$ cat src/rtl/mem_arbiter.sv
// ============================================================================
// mem_arbiter : two-requester round-robin arbiter onto a single-port memory
// Revision    : 1.0 - initial release
// ============================================================================
`default_nettype none

module mem_arbiter #(
    parameter int ADDR_W = 32,
    parameter int DATA_W = 64,
    parameter int DEPTH  = 16384
) (
    input  logic                  clk,
    input  logic                  rst,
    input  logic [1:0]            req_valid,
    output logic [1:0]            req_ready,
    input  logic [1:0]            req_write,
    input  logic [2*ADDR_W-1:0]   req_addr,
    input  logic [2*DATA_W-1:0]   req_wdata,
    output logic [1:0]            rsp_valid,
    input  logic [1:0]            rsp_ready,
    output logic [DATA_W-1:0]     rsp_rdata,
    output logic                  rsp_err,
    output logic [ADDR_W-1:0]     mem_address,
    output logic [DATA_W-1:0]     mem_data_in,
    output logic                  mem_write_enable,
    output logic                  mem_read_enable,
    input  logic [DATA_W-1:0]     mem_data_out
);

    typedef enum logic [1:0] {
        S_IDLE    = 2'd0,
        S_ISSUE   = 2'd1,
        S_CAPTURE = 2'd2,
        S_RESP    = 2'd3
    } state_t;

    localparam logic [64:0] c_DEPTH = 65'(DEPTH);

    state_t              state_q, state_d;
    logic                ptr_q, ptr_d;
    logic                id_q, id_d;
    logic                write_q, write_d;
    logic                err_q, err_d;
    logic [DATA_W-1:0]   rdata_q, rdata_d;
    logic [ADDR_W-1:0]   maddr_q, maddr_d;
    logic [DATA_W-1:0]   mdin_q, mdin_d;

    logic                w_gnt_id;
    logic [1:0]          w_grant;
    logic [ADDR_W-1:0]   w_sel_addr;
    logic [DATA_W-1:0]   w_sel_wdata;
    logic                w_oor;

    // Pointer only matters when both requesters compete.
    assign w_gnt_id    = (req_valid == 2'b11) ? ptr_q : req_valid[1];
    assign w_sel_addr  = w_gnt_id ? req_addr[2*ADDR_W-1:ADDR_W]  : req_addr[ADDR_W-1:0];
    assign w_sel_wdata = w_gnt_id ? req_wdata[2*DATA_W-1:DATA_W] : req_wdata[DATA_W-1:0];
    assign w_oor       = (65'(w_sel_addr) >= c_DEPTH);

    always_comb begin
        w_grant = 2'b00;
        if (state_q == S_IDLE && req_valid != 2'b00) begin
            w_grant = w_gnt_id ? 2'b10 : 2'b01;
        end
    end

    // Reset gates the grant so nothing is accepted while rst is held.
    assign req_ready = w_grant & {2{~rst}};

    always_comb begin
        state_d          = state_q;
        ptr_d            = ptr_q;
        id_d             = id_q;
        write_d          = write_q;
        err_d            = err_q;
        rdata_d          = rdata_q;
        maddr_d          = maddr_q;
        mdin_d           = mdin_q;
        mem_write_enable = 1'b0;
        mem_read_enable  = 1'b0;
        rsp_valid        = 2'b00;

        case (state_q)
            S_IDLE: begin
                if (req_valid != 2'b00) begin
                    id_d    = w_gnt_id;
                    write_d = req_write[w_gnt_id];
                    ptr_d   = ~w_gnt_id;
                    rdata_d = '0;
                    err_d   = w_oor;
                    if (w_oor) begin
                        state_d = S_RESP;
                    end else begin
                        maddr_d = w_sel_addr;
                        mdin_d  = w_sel_wdata;
                        state_d = S_ISSUE;
                    end
                end
            end
            S_ISSUE: begin
                mem_write_enable = write_q;
                mem_read_enable  = ~write_q;
                state_d          = write_q ? S_RESP : S_CAPTURE;
            end
            S_CAPTURE: begin
                rdata_d = mem_data_out;
                state_d = S_RESP;
            end
            S_RESP: begin
                rsp_valid[id_q] = 1'b1;
                if (rsp_ready[id_q]) begin
                    state_d = S_IDLE;
                end
            end
            default: state_d = S_IDLE;
        endcase
    end

    always_ff @(posedge clk or posedge rst) begin
        if (rst) begin
            state_q <= S_IDLE;
            ptr_q   <= 1'b0;
            id_q    <= 1'b0;
            write_q <= 1'b0;
            err_q   <= 1'b0;
            rdata_q <= '0;
            maddr_q <= '0;
            mdin_q  <= '0;
        end else begin
            state_q <= state_d;
            ptr_q   <= ptr_d;
            id_q    <= id_d;
            write_q <= write_d;
            err_q   <= err_d;
            rdata_q <= rdata_d;
            maddr_q <= maddr_d;
            mdin_q  <= mdin_d;
        end
    end

    assign rsp_rdata   = rdata_q;
    assign rsp_err     = err_q;
    assign mem_address = maddr_q;
    assign mem_data_in = mdin_q;

endmodule

`default_nettype wire

$ cat config.mk
export PLATFORM = sky130hd
export DESIGN_NAME = mem_arbiter
export DESIGN_NICKNAME = d
export VERILOG_FILES = /design/src/rtl/mem_arbiter.sv
export SDC_FILE = /design/constraint.sdc
export NUM_CORES = 1
export LEC_CHECK = 0
export ABC_CLOCK_PERIOD_IN_PS = 7700
export CAP_MARGIN = 20
export CORE_AREA = 2 2 168 170
export DETAILED_ROUTE_END_ITERATION = 16
export DIE_AREA = 0 0 170 172
export SLEW_MARGIN = 10
export SYNTH_ARGS = -nofsm -noshare
export SYNTH_HDL_FRONTEND = slang
export SYNTH_SLANG_ARGS = --single-unit
$ cat constraint.sdc
create_clock -name clk -period 7.7 [get_ports clk]
set_input_delay 1.54 -clock clk [delete_from_list [all_inputs] [get_ports clk]]
set_output_delay 1.54 -clock clk [all_outputs]
set_load 0.1 [all_outputs]
### Word-level counts from Yosys, hierarchy flattened

Cells that the tools add are included.

| storage, ports and cells | value |
|---|---|
| register bits | 166 |
| output and inout bits | 167 |
| word-level logic and storage cells | 53 |

| operators by class | value |
|---|---|
| order comparisons | 4 |
| equal/unequal tests | 6 |
| multiplexer cells | 21 |
| bitwise gates (word level) | 5 |
| reductions and logical operators | 9 |

Operators with widths:

| kind | number |
|---|---|
| $mux 64 | 2 |
| $pmux 64 s2 | 1 |
| $ge 32x15->1 const B | 1 |
| $mux 32 | 1 |
| $mux 2 | 6 |
| $mux 1 | 9 |
| $pmux 2 s4 | 1 |
| $eq 2x2->1 const B | 3 |
| $reduce_and 2->1 | 3 |
| $lt 1x2->1 const B | 2 |
| $not 1->1 | 4 |
| $reduce_bool 2->1 | 2 |
| $reduce_and 3->1 | 1 |
| $and 2x2->2 | 1 |
| $eq 2x1->1 const B | 1 |
| $logic_and 1x1->1 | 2 |
| $logic_not 2->1 | 1 |
| $ne 2x1->1 const B | 1 |
| $ne 2x2->1 const B | 1 |
| $demux 1 s1 | 1 |
| $ge 1x1->1 const B | 1 |

### Logic depth before layout (Yosys ltp)

| logic depth | value |
|---|---|
| depth in word-level cells | 7 |
| mapped depth | 10 |
| gate-level depth less buffers | 6 |

### Worst setup path before layout

Ideal clock, no wire load.

| timing path | value |
|---|---|
| path type | input port to output port |
| from | in rst |
| to | out req_ready[0] |
| arrival time | 6.176 ns |
| slack | -0.016 ns |
| stages | 2 |
| path buffers | 0 |
| path through | inv_1 and3_1 |

| between the ends | value |
|---|---|
| longest elaborated chain between the ends | 2 |

Ends and longest elaborated chain:

| element | line | source |
|---|---|---|
| start: declaration | 13 | `input logic rst,` |
| $not 1->1 | 68 | `assign req_ready = w_grant & {2{~rst}};` |
| $and 2x2->2 | 68 |  |
| end: declaration | 15 | `output logic [1:0] req_ready,` |

No other way between the ends.

### Worst setup path after layout

Same ends and word-level chain as after synthesis.

==> impl_metrics.tcl <==
set metrics [dict create \
    nets 1210 \
    clk_pin_slew_worst_paths_ns 0.07 \
    crit_top_cell "clkdlybuf4s50_1" \
    die_h_um 172 \
    synthArstFlopShare 1.00 \
    cts_setup_buffers 0 \
    syn_area_um2 7180 \
    worstPathCellList "clkdlybuf4s50_1 > clkinvlp_4 > and3_1 > clkdlybuf4s50_1" \
    cts_root_buf "clkbuf_16" \
    io_pins 431 \
    tritoncts "done" \
    chipWidth_um 170 \
    cts.sinks 166 \
    slew_headroom 0.279 \
    area_delta_synth_final_pct 73.3 \
    ys_ff_latch 166 \
    routed-via-count 5757 \
    cap_violations 0 \
    dp_cells 1269 \
    final_cell_mix "clkdlybuf4s50_1, dfrtp_1, mux2_2" \
    fillCellCount 2617 \
    portBuffers 430 \
    grt.total_usage 0.159 \
    postRouteAntennaNets 0 \
    htreeDepth 4 \
    cp.arrival_ns 4.00 \
    worst_pin_slew_ns 1.08 \
    ys_seq_area_frac 0.579 \
    fin_tns_setup_ns 0 \
    max_stage_delay_ns 0.96 \
    final_common_cell "clkdlybuf4s50_1" \
    num_rows 61 \
    clk_latency_ns 0.42 \
    yosys-top-cells-area "dfrtp_1, mux2_2, a22o_1, mux2_1, inv_1" \
    endpoint_kind "output port" \
    power_density_nw_per_um2 327 \
    synth_flop_cell "dfrtp_1" \
    period_needed_ns 5.54 \
    hold_viol 0 \
    cts_made_buffers 17 \
    synth_cell_types 30 \
    fin_skew_ns 0.0130 \
    p_leak_nw 5.46 \
    cpLargestDelayFamily "buffers and inverters" \
    grt_max_degree 73 \
    crit_buf_inv 3 \
    fin_area_um2 12400 \
    cp_data_required_time_ns 6.16 \
    drc_errors 0 \
    instances_no_fill 1302 \
    grt-ovfl-total 0 \
    crit_type "primary input to output port" \
    place_hpwl_um 17800 \
    firstDrtPassIters 4 \
    critPathSlowestCell "clkdlybuf4s50_1" \
    setup_viol_count_final 0 \
    rsz0062_at_grt "no" \
    clockBufferDepth 2 \
    cts-hold-fix-buffers 0 \
    hp-class "register to register" \
    path_max_fanout 31 \
    drive_above_1_share 0.186 \
    yosysWarnings 0 \
    viasPerCell 4.42 \
    yosys.area.top_type "dfrtp_1" \
    cts_resized 0 \
    start_util 0.261 \
    wirelength_um 24000 \
    grt_pass1_wl_um 35200 \
    drt_iter0_markers 178 \
    syn_area_per_cell_um2 13.8 \
    netlist_instances 519 \
    peakVddDrop_uv 315 \
    core_area_um2 27500 \
    max_freq_mhz 180 \
    synth_nets 787 \
    r2r_setup_slack_ns 4.40 \
    antenna_found_initial 1 \
    slew_violations 0 \
    gp_congestion 0.784 \
    placed_cell_area_um2 11800 \
    start_kind "primary input" \
    min_period_over_period 0.720 \
    wl_per_cell_um 18.4 \
    outcome "complete, no violations" \
    synth_top_area_frac 0.579 \
    synth_edf_count 0 \
    dieArea_um2 29200 \
    grt_pass1_vias 6051 \
]
-- cell type report --
class,count,area [um2],share of cell area
Antenna cell,1,2.50,0.000201
Clock buffer,18,429,0.0345
Clock inverter,14,165,0.0133
Inverter,22,86.3,0.00694
Multi-Input combinational cell,298,2810,0.226
Sequential cell,166,4150,0.334
Tap cell,346,433,0.0348
Timing Repair Buffer,437,4360,0.350
-- cell families (layout without fill, tap and decap cells) --
| family | Yosys count | in the layout | synth area share |
|---|---|---|---|
| AOI/OAI and AO/OA | 77 | 77 | 0.0908 |
| adders and majority gates | 4 | 4 | 0.00697 |
| buffers and inverters | 55 | 491 | 0.0354 |
| DFF | 166 | 166 | 0.579 |
| muxes | 159 | 159 | 0.249 |
| other | 0 | 1 | 0 |
| and+or+nand+nor | 58 | 58 | 0.0394 |
-- cells in the mapped netlist (4+ instances only) --
library cell / n
dfrtp_1: 166
mux2_2: 135
inv_1: 22
clkbuf_1: 14
nand2_1: 9
nor4_1: 12
a22o_1: 64
ha_1: 4
nor2_1: 22
nor2b_1: 4
mux2_1: 21
buf_2: 14
-- power breakdown --
part / leakage, nW / total, W / switching (W) / internal (W)
registers: 2.14 / 0.00113 / 0.000101 / 0.00102
clock network: 0.296 / 0.000885 / 0.000394 / 0.000491
logic: 3.02 / 0.00206 / 0.00145 / 0.000609
total: 5.46 / 0.00407 / 0.00194 / 0.00213
-- through the flow --
step	utilization	power, W	hold slack (ns)	setup slack [ns]
6_report	0.453	0.00407	0.487	2.16
5_1_grt	0.453	0.00424	0.512	1.97
4_1_cts	0.453	0.00412	0.491	2.09
3_5_place_dp	0.431	0.00321	0.474	2.09
3_3_place_gp	0.431	0.00320	0.467	2.11
2_1_floorplan	-	0.00262	0.464	1.36
-- registers in the layout, indices dropped and copies added, names as in the netlist --
register / cells
ptr_q: 1
rsp_err: 1
mem_data_in: 64
rsp_rdata: 64
id_q: 1
state_q: 2
mem_address: 32
write_q: 1
-- routing by layer --
layer	vias up	share of wire	GRT usage
met2	266	0.48	0.272
met5	-	0	0
met4	0	0.014	0.0412
met1	2753	0.41	0.186
met3	17	0.096	0.0620
li1	2721	-	-
-- path summary, 6_finish.rpt --
kind,start,endpoint,cells after the start
worst min register to register,mem_data_in[1],mem_data_in[1],1
worst max-delay path,rst,req_ready[0],4
worst min-delay path,mem_data_in[1],mem_data_in[1],1
worst max register to register,state_q[0],mem_data_in[52],7
max in group asynchronous,rst,mem_address[19],3
min in group asynchronous,rst,ptr_q,2
Note: power is estimated with default switching activity, not from simulation.
